--- config.mk ---
export PLATFORM = sky130hd
export DESIGN_NAME = npc_ctrl_fsm
export DESIGN_NICKNAME = d
export VERILOG_FILES = /design/src/rtl/npc_ctrl_fsm.sv
export SDC_FILE = /design/constraint.sdc
export NUM_CORES = 1
export LEC_CHECK = 0
export ABC_CLOCK_PERIOD_IN_PS = 3300
export CAP_MARGIN = 5
export CORE_MARGIN = 2
export CORE_UTILIZATION = 46
export CTS_CLUSTER_DIAMETER = 80
export CTS_CLUSTER_SIZE = 40
export DETAILED_ROUTE_END_ITERATION = 6
export PLACE_DENSITY = 0.94
export SLEW_MARGIN = 20
export SYNTH_ARGS = -nofsm -noshare
export SYNTH_HDL_FRONTEND = slang
export SYNTH_SLANG_ARGS = --single-unit
--- constraint.sdc ---
create_clock -name clk -period 3.3 [get_ports clk]
set_input_delay 0.66 -clock clk [delete_from_list [all_inputs] [get_ports clk]]
set_output_delay 0.66 -clock clk [all_outputs]
set_load 0.01 [all_outputs]
--- src/rtl/npc_ctrl_fsm.sv ---
// npc_ctrl_fsm: multi-cycle fetch/decode/execute/mem/writeback sequencer for the
// TRM core. Owns the PC, the instruction/data memory handshakes, the retire
// counter and the halt logic; decoder and EXU results arrive as status inputs.
module npc_ctrl_fsm #(
  parameter logic [31:0] RESET_PC = 32'h8000_0000,
  parameter int unsigned TIMEOUT  = 16
) (
  input  logic        clk,
  input  logic        rst_n,
  output logic        imem_req,
  output logic [31:0] imem_addr,
  input  logic        imem_gnt,
  input  logic        imem_rvalid,
  input  logic [31:0] imem_rdata,
  output logic [31:0] instr_q,
  input  logic        dec_illegal,
  input  logic        dec_ebreak,
  input  logic        dec_mem_en,
  input  logic        dec_mem_we,
  input  logic        dec_reg_we,
  input  logic [31:0] pc_next,
  output logic        dmem_req,
  output logic        dmem_we,
  input  logic        dmem_ready,
  output logic        rf_we,
  output logic [31:0] pc,
  output logic [2:0]  state,
  output logic [31:0] instret,
  output logic        halted,
  output logic [2:0]  halt_code
);

  localparam int unsigned XLEN   = 32;
  localparam int unsigned CNT_W  = 8;
  localparam int unsigned CODE_W = 3;

  localparam logic [CODE_W-1:0] HC_NONE     = CODE_W'(0);
  localparam logic [CODE_W-1:0] HC_EBREAK   = CODE_W'(1);
  localparam logic [CODE_W-1:0] HC_ILLEGAL  = CODE_W'(2);
  localparam logic [CODE_W-1:0] HC_TIMEOUT  = CODE_W'(3);
  localparam logic [CODE_W-1:0] HC_MISALIGN = CODE_W'(4);

  typedef enum logic [2:0] {
    S_FETCH_REQ  = 3'd0,
    S_FETCH_WAIT = 3'd1,
    S_DECODE     = 3'd2,
    S_EXECUTE    = 3'd3,
    S_MEM        = 3'd4,
    S_WRITEBACK  = 3'd5,
    S_HALT       = 3'd6
  } state_t;

  state_t              state_q;
  state_t              state_nxt;
  logic [CNT_W-1:0]    cnt_q;
  logic [CNT_W-1:0]    cnt_nxt;
  logic [XLEN-1:0]     pc_nxt;
  logic [XLEN-1:0]     instr_nxt;
  logic [XLEN-1:0]     instret_nxt;
  logic [CODE_W-1:0]   code_nxt;
  logic                halted_nxt;
  logic                timeout_hit;

  assign state     = state_q;
  assign imem_addr = pc;

  // The wait budget is spent when this cycle would be the TIMEOUT-th without a handshake.
  assign timeout_hit = (cnt_q + CNT_W'(1)) == CNT_W'(TIMEOUT);

  // Next-state, datapath updates and request/strobe decode.
  always_comb begin
    state_nxt   = state_q;
    pc_nxt      = pc;
    instr_nxt   = instr_q;
    instret_nxt = instret;
    code_nxt    = halt_code;
    cnt_nxt     = cnt_q;
    imem_req    = 1'b0;
    dmem_req    = 1'b0;
    dmem_we     = 1'b0;
    rf_we       = 1'b0;

    unique case (state_q)
      S_FETCH_REQ: begin
        // State is forced to FETCH_REQ during reset; keep the request quiet then.
        imem_req = rst_n;
        if (imem_gnt && imem_rvalid) begin
          instr_nxt = imem_rdata;
          state_nxt = S_DECODE;
        end else if (imem_gnt) begin
          state_nxt = S_FETCH_WAIT;
        end else if (timeout_hit) begin
          state_nxt = S_HALT;
          code_nxt  = HC_TIMEOUT;
        end
      end

      S_FETCH_WAIT: begin
        if (imem_rvalid) begin
          instr_nxt = imem_rdata;
          state_nxt = S_DECODE;
        end else if (timeout_hit) begin
          state_nxt = S_HALT;
          code_nxt  = HC_TIMEOUT;
        end
      end

      S_DECODE: begin
        if (dec_illegal) begin
          state_nxt = S_HALT;
          code_nxt  = HC_ILLEGAL;
        end else if (dec_ebreak) begin
          state_nxt = S_HALT;
          code_nxt  = HC_EBREAK;
        end else begin
          state_nxt = S_EXECUTE;
        end
      end

      S_EXECUTE: begin
        state_nxt = dec_mem_en ? S_MEM : S_WRITEBACK;
      end

      S_MEM: begin
        dmem_req = 1'b1;
        dmem_we  = dec_mem_we;
        if (dmem_ready) begin
          state_nxt = S_WRITEBACK;
        end else if (timeout_hit) begin
          state_nxt = S_HALT;
          code_nxt  = HC_TIMEOUT;
        end
      end

      S_WRITEBACK: begin
        if (pc_next[1:0] != 2'b00) begin
          state_nxt = S_HALT;
          code_nxt  = HC_MISALIGN;
        end else begin
          rf_we       = dec_reg_we;
          pc_nxt      = pc_next;
          instret_nxt = instret + XLEN'(1);
          state_nxt   = S_FETCH_REQ;
        end
      end

      S_HALT: begin
        state_nxt = S_HALT;
      end

      default: begin
        state_nxt = S_HALT;
      end
    endcase

    // Wait counter restarts on every state change and only runs in handshake states.
    if (state_nxt != state_q) begin
      cnt_nxt = '0;
    end else if ((state_q == S_FETCH_REQ) || (state_q == S_FETCH_WAIT) || (state_q == S_MEM)) begin
      cnt_nxt = cnt_q + CNT_W'(1);
    end
  end

  assign halted_nxt = (state_nxt == S_HALT);

  // State and architectural registers.
  always_ff @(posedge clk or negedge rst_n) begin
    if (!rst_n) begin
      state_q   <= S_FETCH_REQ;
      pc        <= RESET_PC;
      instr_q   <= '0;
      instret   <= '0;
      halted    <= 1'b0;
      halt_code <= HC_NONE;
      cnt_q     <= '0;
    end else begin
      state_q   <= state_nxt;
      pc        <= pc_nxt;
      instr_q   <= instr_nxt;
      instret   <= instret_nxt;
      halted    <= halted_nxt;
      halt_code <= code_nxt;
      cnt_q     <= cnt_nxt;
    end
  end

endmodule

## Yosys cells after proc, flatten, opt, wreduce, memory -nomap -nowiden

Index checks and enable logic that the tools add are counted.

- Input bits: 74
- Bits in registers: 111
- Output and inout bits: 139
- Logic and storage cells: 66

- Equal/unequal tests: 16
- Bitwise gates (word level): 1
- Reductions and logical operators: 11
- Mux-type cells: 29
- $add $sub $neg: 2

Operators with widths:

| operator | count |
|---|---|
| $mux W32 | 2 |
| $pmux W32 S2 | 1 |
| $mux W3 | 16 |
| $add A32 B1 Y32 const B | 1 |
| $pmux W3 S6 | 1 |
| $mux W8 | 2 |
| $pmux W3 S5 | 1 |
| $ne A2 B2 Y1 const B | 7 |
| $eq A3 B3 Y1 const B | 3 |
| $add A8 B1 Y8 const B | 1 |
| $eq A8 B5 Y1 const B | 1 |
| $reduce_and A7 Y1 | 1 |
| $eq A3 B2 Y1 const B | 2 |
| $mux W1 | 6 |
| $reduce_bool A2 Y1 | 3 |
| $reduce_bool A5 Y1 | 1 |
| $eq A3 B1 Y1 const B | 1 |
| $logic_not A3 Y1 | 1 |
| $ne A3 B3 Y1 | 1 |
| $ne A3 B3 Y1 const B | 1 |
| $reduce_and A3 Y1 | 1 |
| $logic_or A1 B1 Y1 | 2 |
| $reduce_and A2 Y1 | 1 |
| $logic_and A1 B1 Y1 | 1 |
| $not A1 Y1 | 1 |

## Longest topological paths before layout

- Word-level depth: 8
- Mapped depth: 7
- Depth with buffers taken out: 6

## Least setup slack after synthesis

No wires, ideal clock.

- Path kind: input port to output port
- From: input pc_next[1]
- To: output rf_we
- Data arrival time: 1.644 ns
- Path slack: 0.996 ns
- Stages: 4
- Cells stage by stage: or2_4 > nor2_2 > buf_2 > and2_1

- Longest elaborated chain between the ends: 3

Ends and longest elaborated chain:

| element | line | source |
|---|---|---|
| from (decl) | 21 | `input logic [31:0] pc_next,` |
| $reduce_bool A2 Y1 | 136 | `if (pc_next[1:0] != 2'b00) begin` |
| $mux W1 | 136 |  |
| $mux W1 | 83 | `unique case (state_q)` |
| to (decl) | 25 | `output logic rf_we,` |

No other way between the ends.

## Worst setup path after layout

- From: register state_q[2] (netlist: state[2])
- To: output dmem_we

- Longest elaborated chain between the ends: 2

Ends and longest elaborated chain:

| element | line | source |
|---|---|---|
| from (decl) | 53 | `state_t state_q;` |
| from (signal assigned) | 177 | `state_q <= state_nxt;` |
| $eq A3 B3 Y1 | 83 |  |
| $mux W1 | 83 |  |
| to (decl) | 23 | `output logic dmem_we,` |

No other way between the ends.

==> summary.txt <==
CTS
  – TritonCTS clock tree: done
  – Clk slew on worst S/H paths: 0.11 ns
  – CTS resizes: 0
  – CTS root buf: clkbuf_8
  – Clk Latency, worst-skew pair: 0.37 ns
  – Clock H-tree levels: 3
  – Setup Fix Bufs, Post-CTS: 0
  – # hold bufs at CTS: 0
  – Clock Sinks: 111
  – TritonCTS Buffers: 9
  – CTS Buffer Depth: 2

Critical path
  – Worst setup SP type: flop
  – R2R Setup Slk: 1.03 ns
  – Reg-to-Reg Start: state[0]$_DFF_PN0_
  – WP data arrival: 2.19 ns
  – Crit Path Class: reg -> out
  – Reg2reg path depth: 5
  – Crit path max fanout: 15
  – Setup crit end: dmem_we
  – CP Capture Type: output port
  – Reg2reg end: instret[24]$_DFFE_PN0P_
  – Worst EP required: 2.64 ns
  – Crit. Startpoint: state[2]$_DFF_PN0_

Finish
  – Reg area: 2780 um2
  – Finished Layout Cells: 744
  – Area of the multi-input gates: 2010 um2
  – Nets: 675
  – Commonest non-fill, non-tap cells in the layout: 211 x clkdlybuf4s50_1, 110 x dfrtp_1, 63 x mux2_2
  – Ant. Diodes: 0
  – Commonest non-fill, non-tap cell in the layout: clkdlybuf4s50_1
  – Layout cells sized above 1: 0.169
  – Synthesis-to-layout area growth: 43.7%
  – Post-Route Utilization: 0.678
  – FILL cells: 800

Detailed routing
  – Post-Route WL: 12.0 mm
  – Via/cell ratio: 5.17
  – Wire per inst: 16.1 um
  – Initial drt markers: 225
  – DRC: 0
  – Routed Antenna Nets: 0
  – DRT Pass-1 Iters: 4
  – Vias post-DR: 3849

Job
  – Maxcap violations: 0

Yosys
  – Unique masters post-synth: 53
  – Synth Net Count: 489
  – Mean Syn Cell Area: 12.4 um2
  – Post-synth ARST share: 1.00
  – Post-synthesis sequential area ratio: 0.543
  – Area of the mapped netlist: 5110 um2
  – EDFF count, synth: 0
  – Main synth FF type: dfrtp_1
  – Synthesized flop and latch total: 111
  – Syn Inst Count: 413
  – Yosys synthesis warning count: 0

Global route
  – Total grt overflow: 0
  – First-pass GRT wire length: 18.9 mm
  – Total global-route track usage: 0.202
  – Number of global-route vias before repair: 3901
  – Largest net degree at the start of global routing: 73
  – Initial antenna violation count: 0

Place
  – Gpl congestion: 0.821
  – Placed insts: 728
  – # port buffers: 212
  – Pre-CTS WS: 0.472 ns
  – Detailed Place HPWL: 9.14 mm

Power and ir drop
  – Peak supply drop: 250 uV
  – PD cells: 345 nW/um2
  – Leakage power: 3.20 nW

Timing
  – Post-layout min period: 2.85 ns
  – Slew margin rel.: 0.406
  – Slew at the pin closest to its max-slew limit: 0.890 ns
  – Min setup slack post-route: 0.445 ns
  – Final setup vio count: 0
  – Fraction of the cycle the final worst path needs: 0.865
  – Max frequency: 350 MHz
  – Max-slew violation count: 0
  – TNS Setup: 0 ns
  – Clock skew: 0.0120 ns
  – Unrepaired setup endpoints after global routing: false
  – Hold Violations, Final: 0

Die
  – Standard-cell rows: 38
  – Initial Util: 0.472
  – Core ar.: 10800 um2
  – Die X-Extent: 109 um
  – Die Area: 12000 um2
  – Chip height: 109 um
  – I/O pin cnt: 213

Outcome
  – Outcome: completed

Worst hold path
  – HP Class: in -> async
-- per-stage QoR --
stage | hold slack [ns] | instance area (um2) | power [W]
final | 0.385 | 7350 | 0.00253
after detailed placement | 0.483 | 7160 | 0.00178
after CTS | 0.402 | 7350 | 0.00255
after global routing | 0.407 | 7350 | 0.00265
after floorplan | 0.364 | 5110 | 0.00156
after global placement | 0.461 | 7160 | 0.00177
-- sequential cells by signal, summed over array words and instances (netlist names) --
| register | flops |
|---|---|
| halt_code | 3 |
| instret | 32 |
| instr_q | 32 |
| state | 3 |
| imem_addr | 32 |
| cnt_q | 8 |
| halted | 1 |
-- synth_stat cells, types with 3 or more instances --
cell | n | share of area
and4_1 | 7 | 0.012
buf_4 | 33 | 0.048
o21ai_0 | 4 | 0.0039
dfrtp_1 | 110 | 0.54
nand3_1 | 16 | 0.016
xnor2_1 | 26 | 0.045
nand4_1 | 11 | 0.013
buf_2 | 9 | 0.0088
and3_1 | 4 | 0.0049
and2_1 | 4 | 0.0049
nor4_1 | 3 | 0.0037
nor3_1 | 6 | 0.0059
mux2_2 | 63 | 0.14
inv_1 | 5 | 0.0037
xor2_1 | 12 | 0.021
nand2_1 | 27 | 0.020
nor2_1 | 15 | 0.011
nor3b_1 | 4 | 0.0059
a211oi_1 | 3 | 0.0044
a21oi_1 | 9 | 0.0088
-- worst max-delay path, cell delays in order, from the launching register on --
cell and delay, ns:
dfrtp_1 0.49, buf_4 0.26, inv_1 0.14, nor3_1 0.26, and2_1 0.16, clkdlybuf4s50_1 0.53
-- metal layers --
layer  part of all wire  up-vias  GRT usage
li1                   -     1791          -
met3              0.083       12     0.0522
met5                  0        -          0
met1               0.38     1869      0.242
met4              0.012        0     0.0515
met2               0.52      177      0.359
-- area by class of cell --
cell class	instances	share of cell area
sequential	111	0.378
timing repair buffer	220	0.297
multi-input combinational	252	0.273
tap	140	0.0238
clock buffer	10	0.0187
clock inverter	6	0.00681
inverter	5	0.00255
-- logic make-up (layout without fill, tap and decap cells) --
group / after synthesis / count (layout) / synth area share
mux: 63 / 63 / 0.139
compound gates: 33 / 33 / 0.0472
xor+xnor: 38 / 38 / 0.0651
fa+ha+maj: 2 / 2 / 0.00489
simple gates: 116 / 116 / 0.135
flops: 111 / 111 / 0.543
buf+inv: 50 / 241 / 0.0661
-- how the worst min path moves through the flow --
stage                                  startpoint  cells after the start  slack, ns                       to
final                                       rst_n                      2       0.38  instr_q[13]$_DFFE_PN0P_
after global routing                        rst_n                      2       0.41  instret[16]$_DFFE_PN0P_
after CTS                                   rst_n                      2       0.40  instr_q[16]$_DFFE_PN0P_
after detailed placement  instret[31]$_DFFE_PN0P_                      1       0.48  instret[31]$_DFFE_PN0P_
after global placement    instret[31]$_DFFE_PN0P_                      1       0.46  instret[31]$_DFFE_PN0P_
after floorplan                             rst_n                      0       0.36     cnt_q[0]$_DFFE_PN0P_
-- power by group --
part,total (W),switching (W),internal (W)
clock network,0.000783,0.000476,0.000307
logic,0.000307,0.000111,0.000197
registers,0.00144,0.0000388,0.00140
total,0.00253,0.000626,0.00191
Note: power is estimated with default switching activity, not from simulation.
